[src/rtl/shift_rs_sched.sv]
// shift_rs_sched: reservation station for one shifter, oldest-ready single issue.
// Optional define SHIFT_RS_BYPASS_EN: capture a same-cycle CDB hit at allocation.
package shift_rs_pkg;
  typedef logic [31:0] word32_t;
  typedef logic [3:0]  rs_tag_t;

  localparam rs_tag_t TAG_NONE = 4'd0;
  localparam rs_tag_t ALU_0    = 4'd1;
  localparam rs_tag_t ALU_1    = 4'd2;
  localparam rs_tag_t SHIFT_0  = 4'd3;
  localparam rs_tag_t SHIFT_1  = 4'd4;
  localparam rs_tag_t MUL_0    = 4'd5;
  localparam rs_tag_t LSU_0    = 4'd6;

  typedef enum logic [1:0] {
    SLL = 2'd0,
    SRL = 2'd1,
    SRA = 2'd2
  } shift_op_t;

  typedef struct packed {
    logic    valid;
    rs_tag_t tag;
    word32_t val;
  } cdb_t;

  typedef struct packed {
    shift_op_t op;
    word32_t   v1;
    rs_tag_t   t1;
    logic      r1;
    word32_t   v2;
    rs_tag_t   t2;
    logic      r2;
  } rs_entry_t;
endpackage

module shift_rs_sched
  import shift_rs_pkg::*;
#(
  parameter int      DEPTH = 4,
  parameter rs_tag_t TAG   = SHIFT_1
) (
  input  logic                   clk_i,
  input  logic                   rst_ni,
  input  logic                   alloc_valid_i,
  output logic                   alloc_ready_o,
  input  shift_op_t              alloc_op_i,
  input  word32_t                alloc_rs1_val_i,
  input  word32_t                alloc_rs2_val_i,
  input  rs_tag_t                alloc_rs1_tag_i,
  input  rs_tag_t                alloc_rs2_tag_i,
  input  logic                   alloc_rs1_rdy_i,
  input  logic                   alloc_rs2_rdy_i,
  input  cdb_t                   cdb_i,
  input  logic                   flush_i,
  output shift_op_t              oper_o,
  output word32_t                rs1_val_o,
  output word32_t                rs2_val_o,
  output logic                   ready_o,
  output logic [$clog2(DEPTH):0] occupancy_o
);
  localparam int OW = $clog2(DEPTH) + 1;

  if (DEPTH < 2 || DEPTH > 8 || (DEPTH & (DEPTH - 1)) != 0) begin : g_bad_depth
    $error("shift_rs_sched: DEPTH must be a power of two in 2..8");
  end
  if (TAG == TAG_NONE) begin : g_bad_tag
    $error("shift_rs_sched: TAG must name a real producer");
  end

  logic [DEPTH-1:0] r_valid;
  rs_entry_t        r_ent   [DEPTH];
  logic [DEPTH-1:0] r_older [DEPTH];

  logic [DEPTH-1:0] w_valid_nxt;
  rs_entry_t        w_ent_nxt   [DEPTH];
  logic [DEPTH-1:0] w_older_nxt [DEPTH];
  logic [DEPTH-1:0] w_elig;
  logic [DEPTH-1:0] w_pick;
  logic [DEPTH-1:0] w_free_oh;
  logic             w_found;
  logic             w_alloc;
  rs_entry_t        w_new;
  logic [OW-1:0]    w_occ;

  assign alloc_ready_o = ~&r_valid;
  assign w_alloc       = alloc_valid_i & alloc_ready_o & ~flush_i;
  assign ready_o       = |w_pick;
  assign occupancy_o   = w_occ;

  always_comb begin
    w_occ = '0;
    for (int i = 0; i < DEPTH; i++)
      w_occ = w_occ + OW'(r_valid[i]);
  end

  always_comb begin
    w_free_oh = '0;
    w_found   = 1'b0;
    for (int i = 0; i < DEPTH; i++) begin
      if (!r_valid[i] && !w_found) begin
        w_free_oh[i] = 1'b1;
        w_found      = 1'b1;
      end
    end
  end

  // r_older[i][j] set means entry j was allocated before entry i
  always_comb begin
    w_elig = '0;
    w_pick = '0;
    for (int i = 0; i < DEPTH; i++)
      w_elig[i] = r_valid[i] & r_ent[i].r1 & r_ent[i].r2;
    for (int i = 0; i < DEPTH; i++)
      w_pick[i] = w_elig[i] & ~|(r_older[i] & w_elig) & ~flush_i;
  end

  always_comb begin
    oper_o    = SLL;
    rs1_val_o = '0;
    rs2_val_o = '0;
    for (int i = 0; i < DEPTH; i++) begin
      if (w_pick[i]) begin
        oper_o    = r_ent[i].op;
        rs1_val_o = r_ent[i].v1;
        rs2_val_o = r_ent[i].v2;
      end
    end
  end

  always_comb begin
    w_new.op = alloc_op_i;
    w_new.v1 = alloc_rs1_val_i;
    w_new.t1 = alloc_rs1_tag_i;
    w_new.r1 = alloc_rs1_rdy_i;
    w_new.v2 = alloc_rs2_val_i;
    w_new.t2 = alloc_rs2_tag_i;
    w_new.r2 = alloc_rs2_rdy_i;
`ifdef SHIFT_RS_BYPASS_EN
    if (cdb_i.valid && !alloc_rs1_rdy_i &&
        alloc_rs1_tag_i == cdb_i.tag) begin
      w_new.v1 = cdb_i.val;
      w_new.r1 = 1'b1;
    end
    if (cdb_i.valid && !alloc_rs2_rdy_i &&
        alloc_rs2_tag_i == cdb_i.tag) begin
      w_new.v2 = cdb_i.val;
      w_new.r2 = 1'b1;
    end
`endif
  end

  always_comb begin
    for (int i = 0; i < DEPTH; i++) begin
      w_ent_nxt[i] = r_ent[i];
      if (r_valid[i] && cdb_i.valid) begin
        if (!r_ent[i].r1 && r_ent[i].t1 == cdb_i.tag) begin
          w_ent_nxt[i].v1 = cdb_i.val;
          w_ent_nxt[i].r1 = 1'b1;
        end
        if (!r_ent[i].r2 && r_ent[i].t2 == cdb_i.tag) begin
          w_ent_nxt[i].v2 = cdb_i.val;
          w_ent_nxt[i].r2 = 1'b1;
        end
      end
      if (w_alloc && w_free_oh[i])
        w_ent_nxt[i] = w_new;
    end
  end

  // a new entry is younger than every survivor and older than nobody
  always_comb begin
    for (int i = 0; i < DEPTH; i++) begin
      w_older_nxt[i] = r_older[i];
      if (w_alloc) begin
        w_older_nxt[i] = r_older[i] & ~w_free_oh;
        if (w_free_oh[i])
          w_older_nxt[i] = r_valid & ~w_pick;
      end
    end
  end

  always_comb begin
    w_valid_nxt = r_valid & ~w_pick;
    if (w_alloc)
      w_valid_nxt = w_valid_nxt | w_free_oh;
    if (flush_i)
      w_valid_nxt = '0;
  end

  always_ff @(posedge clk_i or negedge rst_ni) begin
    if (!rst_ni) begin
      r_valid <= '0;
      for (int i = 0; i < DEPTH; i++) begin
        r_ent[i]   <= '0;
        r_older[i] <= '0;
      end
    end else begin
      r_valid <= w_valid_nxt;
      for (int i = 0; i < DEPTH; i++) begin
        r_ent[i]   <= w_ent_nxt[i];
        r_older[i] <= w_older_nxt[i];
      end
    end
  end
endmodule

[config.mk]
export PLATFORM = sky130hd
export DESIGN_NAME = shift_rs_sched
export DESIGN_NICKNAME = d
export VERILOG_FILES = /design/src/rtl/shift_rs_sched.sv
export SDC_FILE = /design/constraint.sdc
export NUM_CORES = 1
export LEC_CHECK = 0
export CAP_MARGIN = 20
export CELL_PAD_IN_SITES_DETAIL_PLACEMENT = 1
export CELL_PAD_IN_SITES_GLOBAL_PLACEMENT = 2
export CORE_ASPECT_RATIO = 0.6
export CORE_UTILIZATION = 27
export DETAILED_ROUTE_END_ITERATION = 8
export DONT_BUFFER_PORTS = 1
export GPL_TIMING_DRIVEN = 0
export PLACE_DENSITY_LB_ADDON = 0.3
export SYNTH_ARGS = -nofsm -noshare
export SYNTH_HDL_FRONTEND = slang
export SYNTH_SLANG_ARGS = --single-unit
[constraint.sdc]
create_clock -name clk_i -period 3.3 [get_ports clk_i]
set_input_delay 0.66 -clock clk_i [delete_from_list [all_inputs] [get_ports clk_i]]
set_output_delay 0.66 -clock clk_i [all_outputs]
set_load 0.02 [all_outputs]
==> results.cfg <==
[logic_synthesis]
syn_area_mm2 = 0.0170
synth_nets = 1890
synth_seq_area_share_pct = 47.6
ys_seq_elements = 324
yosysTopAreaCell = dfrtp_1
synthArstFlopShare_pct = 100
synth_edf_count = 0
ys.flop_type = dfrtp_1
ys_types = 45
synthTopCellsByArea = dfrtp_1 (48%), mux2i_1 (17%), a21oi_1 (4.9%)
yosysWarnings = 0
yosysTopAreaCellShare_pct = 47.6
yosysMostFrequentCell = dfrtp_1
synthCells = 1767
ys_top_cells_by_count = dfrtp_1 (324), mux2i_1 (289), nand2_1 (206), nor2_1 (172), a21oi_1 (166)
avgSynthCellArea_um2 = 9.63

[layout]
drive_gt1_share_pct = 19.7
n_fill_cell = 6828
stdcell_area_mm2 = 0.0215
antenna_cells = 0
nNetsFinal = 1964
area_growth_pct = 26.6

[clock_tree]
cts.clk_slew.worst_paths_ns = 0.07
clockBufferDepth = 3
clkLatencyLatePin_ns = 0.55
numCtsBuffers = 36
cts_num_sinks = 324
root_buffer = clkbuf_16
cts_tree = built
h-tree-depth = 2

[placed_design]
port_buffers = 0
dpl_worst_slack_ns = -0.658
place.gp.congestion = 0.842
place_area_mm2 = 0.0181
dp_hpwl_um = 53000

[grt]
antenna_found_initial = 3
track_usage_pct = 23.9
grt_max_degree = 325
grt_pass1_wl_um = 111000
grt.overflow.total = 0
grt_pass1_vias = 15100

[floorplanning]
core_mm2 = 0.0616
fp.dieH_um = 196
die_x_um = 326
start_util_pct = 27.6
die_area_mm2 = 0.0641
fp-row-count = 70
ioPinCount = 188

[worst_setup_path]
reg2reg_from = r_valid[0]$_DFF_PN0_
reg2regPathDepth = 8
cp_cell_sequence = and3_4, a2111oi_4, a2bb2o_4, buf_12, buf_12, buf_12, a21oi_4, a221oi_4
path_buf_inv = 3
max_stage_delay_ns = 0.49
cp_data_required_time_ns = 2.64
cp.arrival_ns = 2.76
crit_family = compound AO/OA/AOI/OAI gates
cp_num_cells = 8
cp_max_fo = 5
worstReg2RegEnd = r_ent[288]$_DFFE_PN0P_
cp_slowest_cell = a221oi_4
cp-start-kind = flop
crit_type = reg2out
critPathLaunch = r_valid[1]$_DFF_PN0_
path_common_cell = buf_12
rrSetupSlack_ns = 0.12
endpoint = rs2_val_o[30]
worstSetupEndpointType = output port

[routing]
vias = 14600
firstDrtPassIters = 5
wirelength_um = 78600
drc_errors = 0
drtAntennaViolNets = 0
drt_iter0_markers = 1133
viasPerCell = 5.43
wl_per_cell_um = 29.2

[run_status]
violations = negative hold slack, negative setup slack
outcome = complete, but fails checks

[sta]
fin_crit_sh_pct = 104
fin_ws_ns = -0.120
whs_ns = -0.169
rsz0062_at_grt = true
layout_min_cycle_time_ns = 3.42
tightest_slew_ns = 1.44
relSlewSlack_pct = 4.17
fin_worst_skew_ns = 0.0114
fmax_ghz = 0.292
drv_slew = 0
setup_violations = 47
hold_viol = 69

[run]
maxCapViolCount = 0

[pwr]
irDropWorstVdd_uv = 270
power.density_mw_per_mm2 = 549
p_leak_nw = 10.2

[worst_hold_path]
hold_path_class = in2async
what timing repair did:
item	4_1_cts	5_1_grt
gates cloned	3	6
gates resized for setup	250	101
buffers inserted	20	10
endpoints found under the hold margin	324	324
setup endpoints to repair	67	87
pin swaps	28	53
flip-flops by register name (all words and copies together), names as in the netlist, named ones only:
register,count
r_ent,304
r_valid,4
r_older,13
worst min path at each step:
stage	endpoint	slack (ns)	cells after the start
global route	r_ent[237]$_DFFE_PN0P_	-0.19	0
detailed placement	r_ent[238]$_DFFE_PN0P_	0.39	0
CTS	r_ent[125]$_DFFE_PN0P_	-0.19	0
finish	r_ent[162]$_DFFE_PN0P_	-0.17	0
floorplan	async pin	0.36	0
global placement	r_ent[238]$_DFFE_PN0P_	0.39	0
area by class of cell:
cell class                      count  area (um2)  share of cell area, %
Buffer                            164        1150                   5.35
Clock buffer                       56        1080                   5.00
Clock inverter                      8         123                  0.569
Inverter                           41         154                  0.714
Multi-Input combinational cell   1236        9350                   43.4
Sequential cell                   324        8120                   37.7
Tap cell                          828        1040                   4.81
Timing Repair Buffer               38         531                   2.46
cell families after synthesis:
family                     synth area share [%]
adders and majority gates                 0.485
xor gates and xnor gates                   1.65
DFF                                        47.6
muxes                                      18.3
buffers and inverters                      5.37
AOI/OAI and AO/OA                          15.6
and+or+nand+nor                            11.0
where the power goes:
group	leakage, nW	switching (mW)	internal, mW
Clock	0.590	1.83	2.49
Sequential	4.13	0.599	4.78
Combinational	5.52	1.21	0.919
Total	10.2	3.63	8.19
stage by stage:
stage	total power, mW	hold WS, ns	TNS, ns	util (%)	cells
CTS	11.7	-0.194	-0.490	33.9	2680
global placement	6.94	0.388	-8.45	29.3	2595
floorplan	6.48	0.364	0	-	1767
detailed placement	7.07	0.390	-9.20	29.3	2595
finish	11.8	-0.169	-1.33	35.0	2695
global route	12.3	-0.195	-4.41	35.0	2695
cells in the final DEF, fill, tap and decap left out, types with 24 or more instances in the layout:
cell type,Yosys,layout
dfrtp_1,324,317
o21ai_4,0,31
xnor2_1,24,24
mux2i_1,289,268
clkbuf_16,0,46
a21oi_1,166,141
buf_2,68,49
nand2_1,206,205
nand3_1,45,43
inv_1,41,41
a221oi_4,0,33
nor2_1,172,168
o21ai_0,145,142
a22oi_2,0,30
clkbuf_1,77,80
per-layer routing:
| layer | global-route usage, % | share of wire (%) | up-vias |
|---|---|---|---|
| li1 | - | - | 6294 |
| met1 | 35.5 | 48 | 7786 |
| met2 | 34.8 | 42 | 470 |
| met3 | 6.29 | 8.1 | 71 |
| met4 | 4.28 | 1.3 | 0 |
| met5 | 0 | 0 | - |
(Power assumes the default switching activity.)
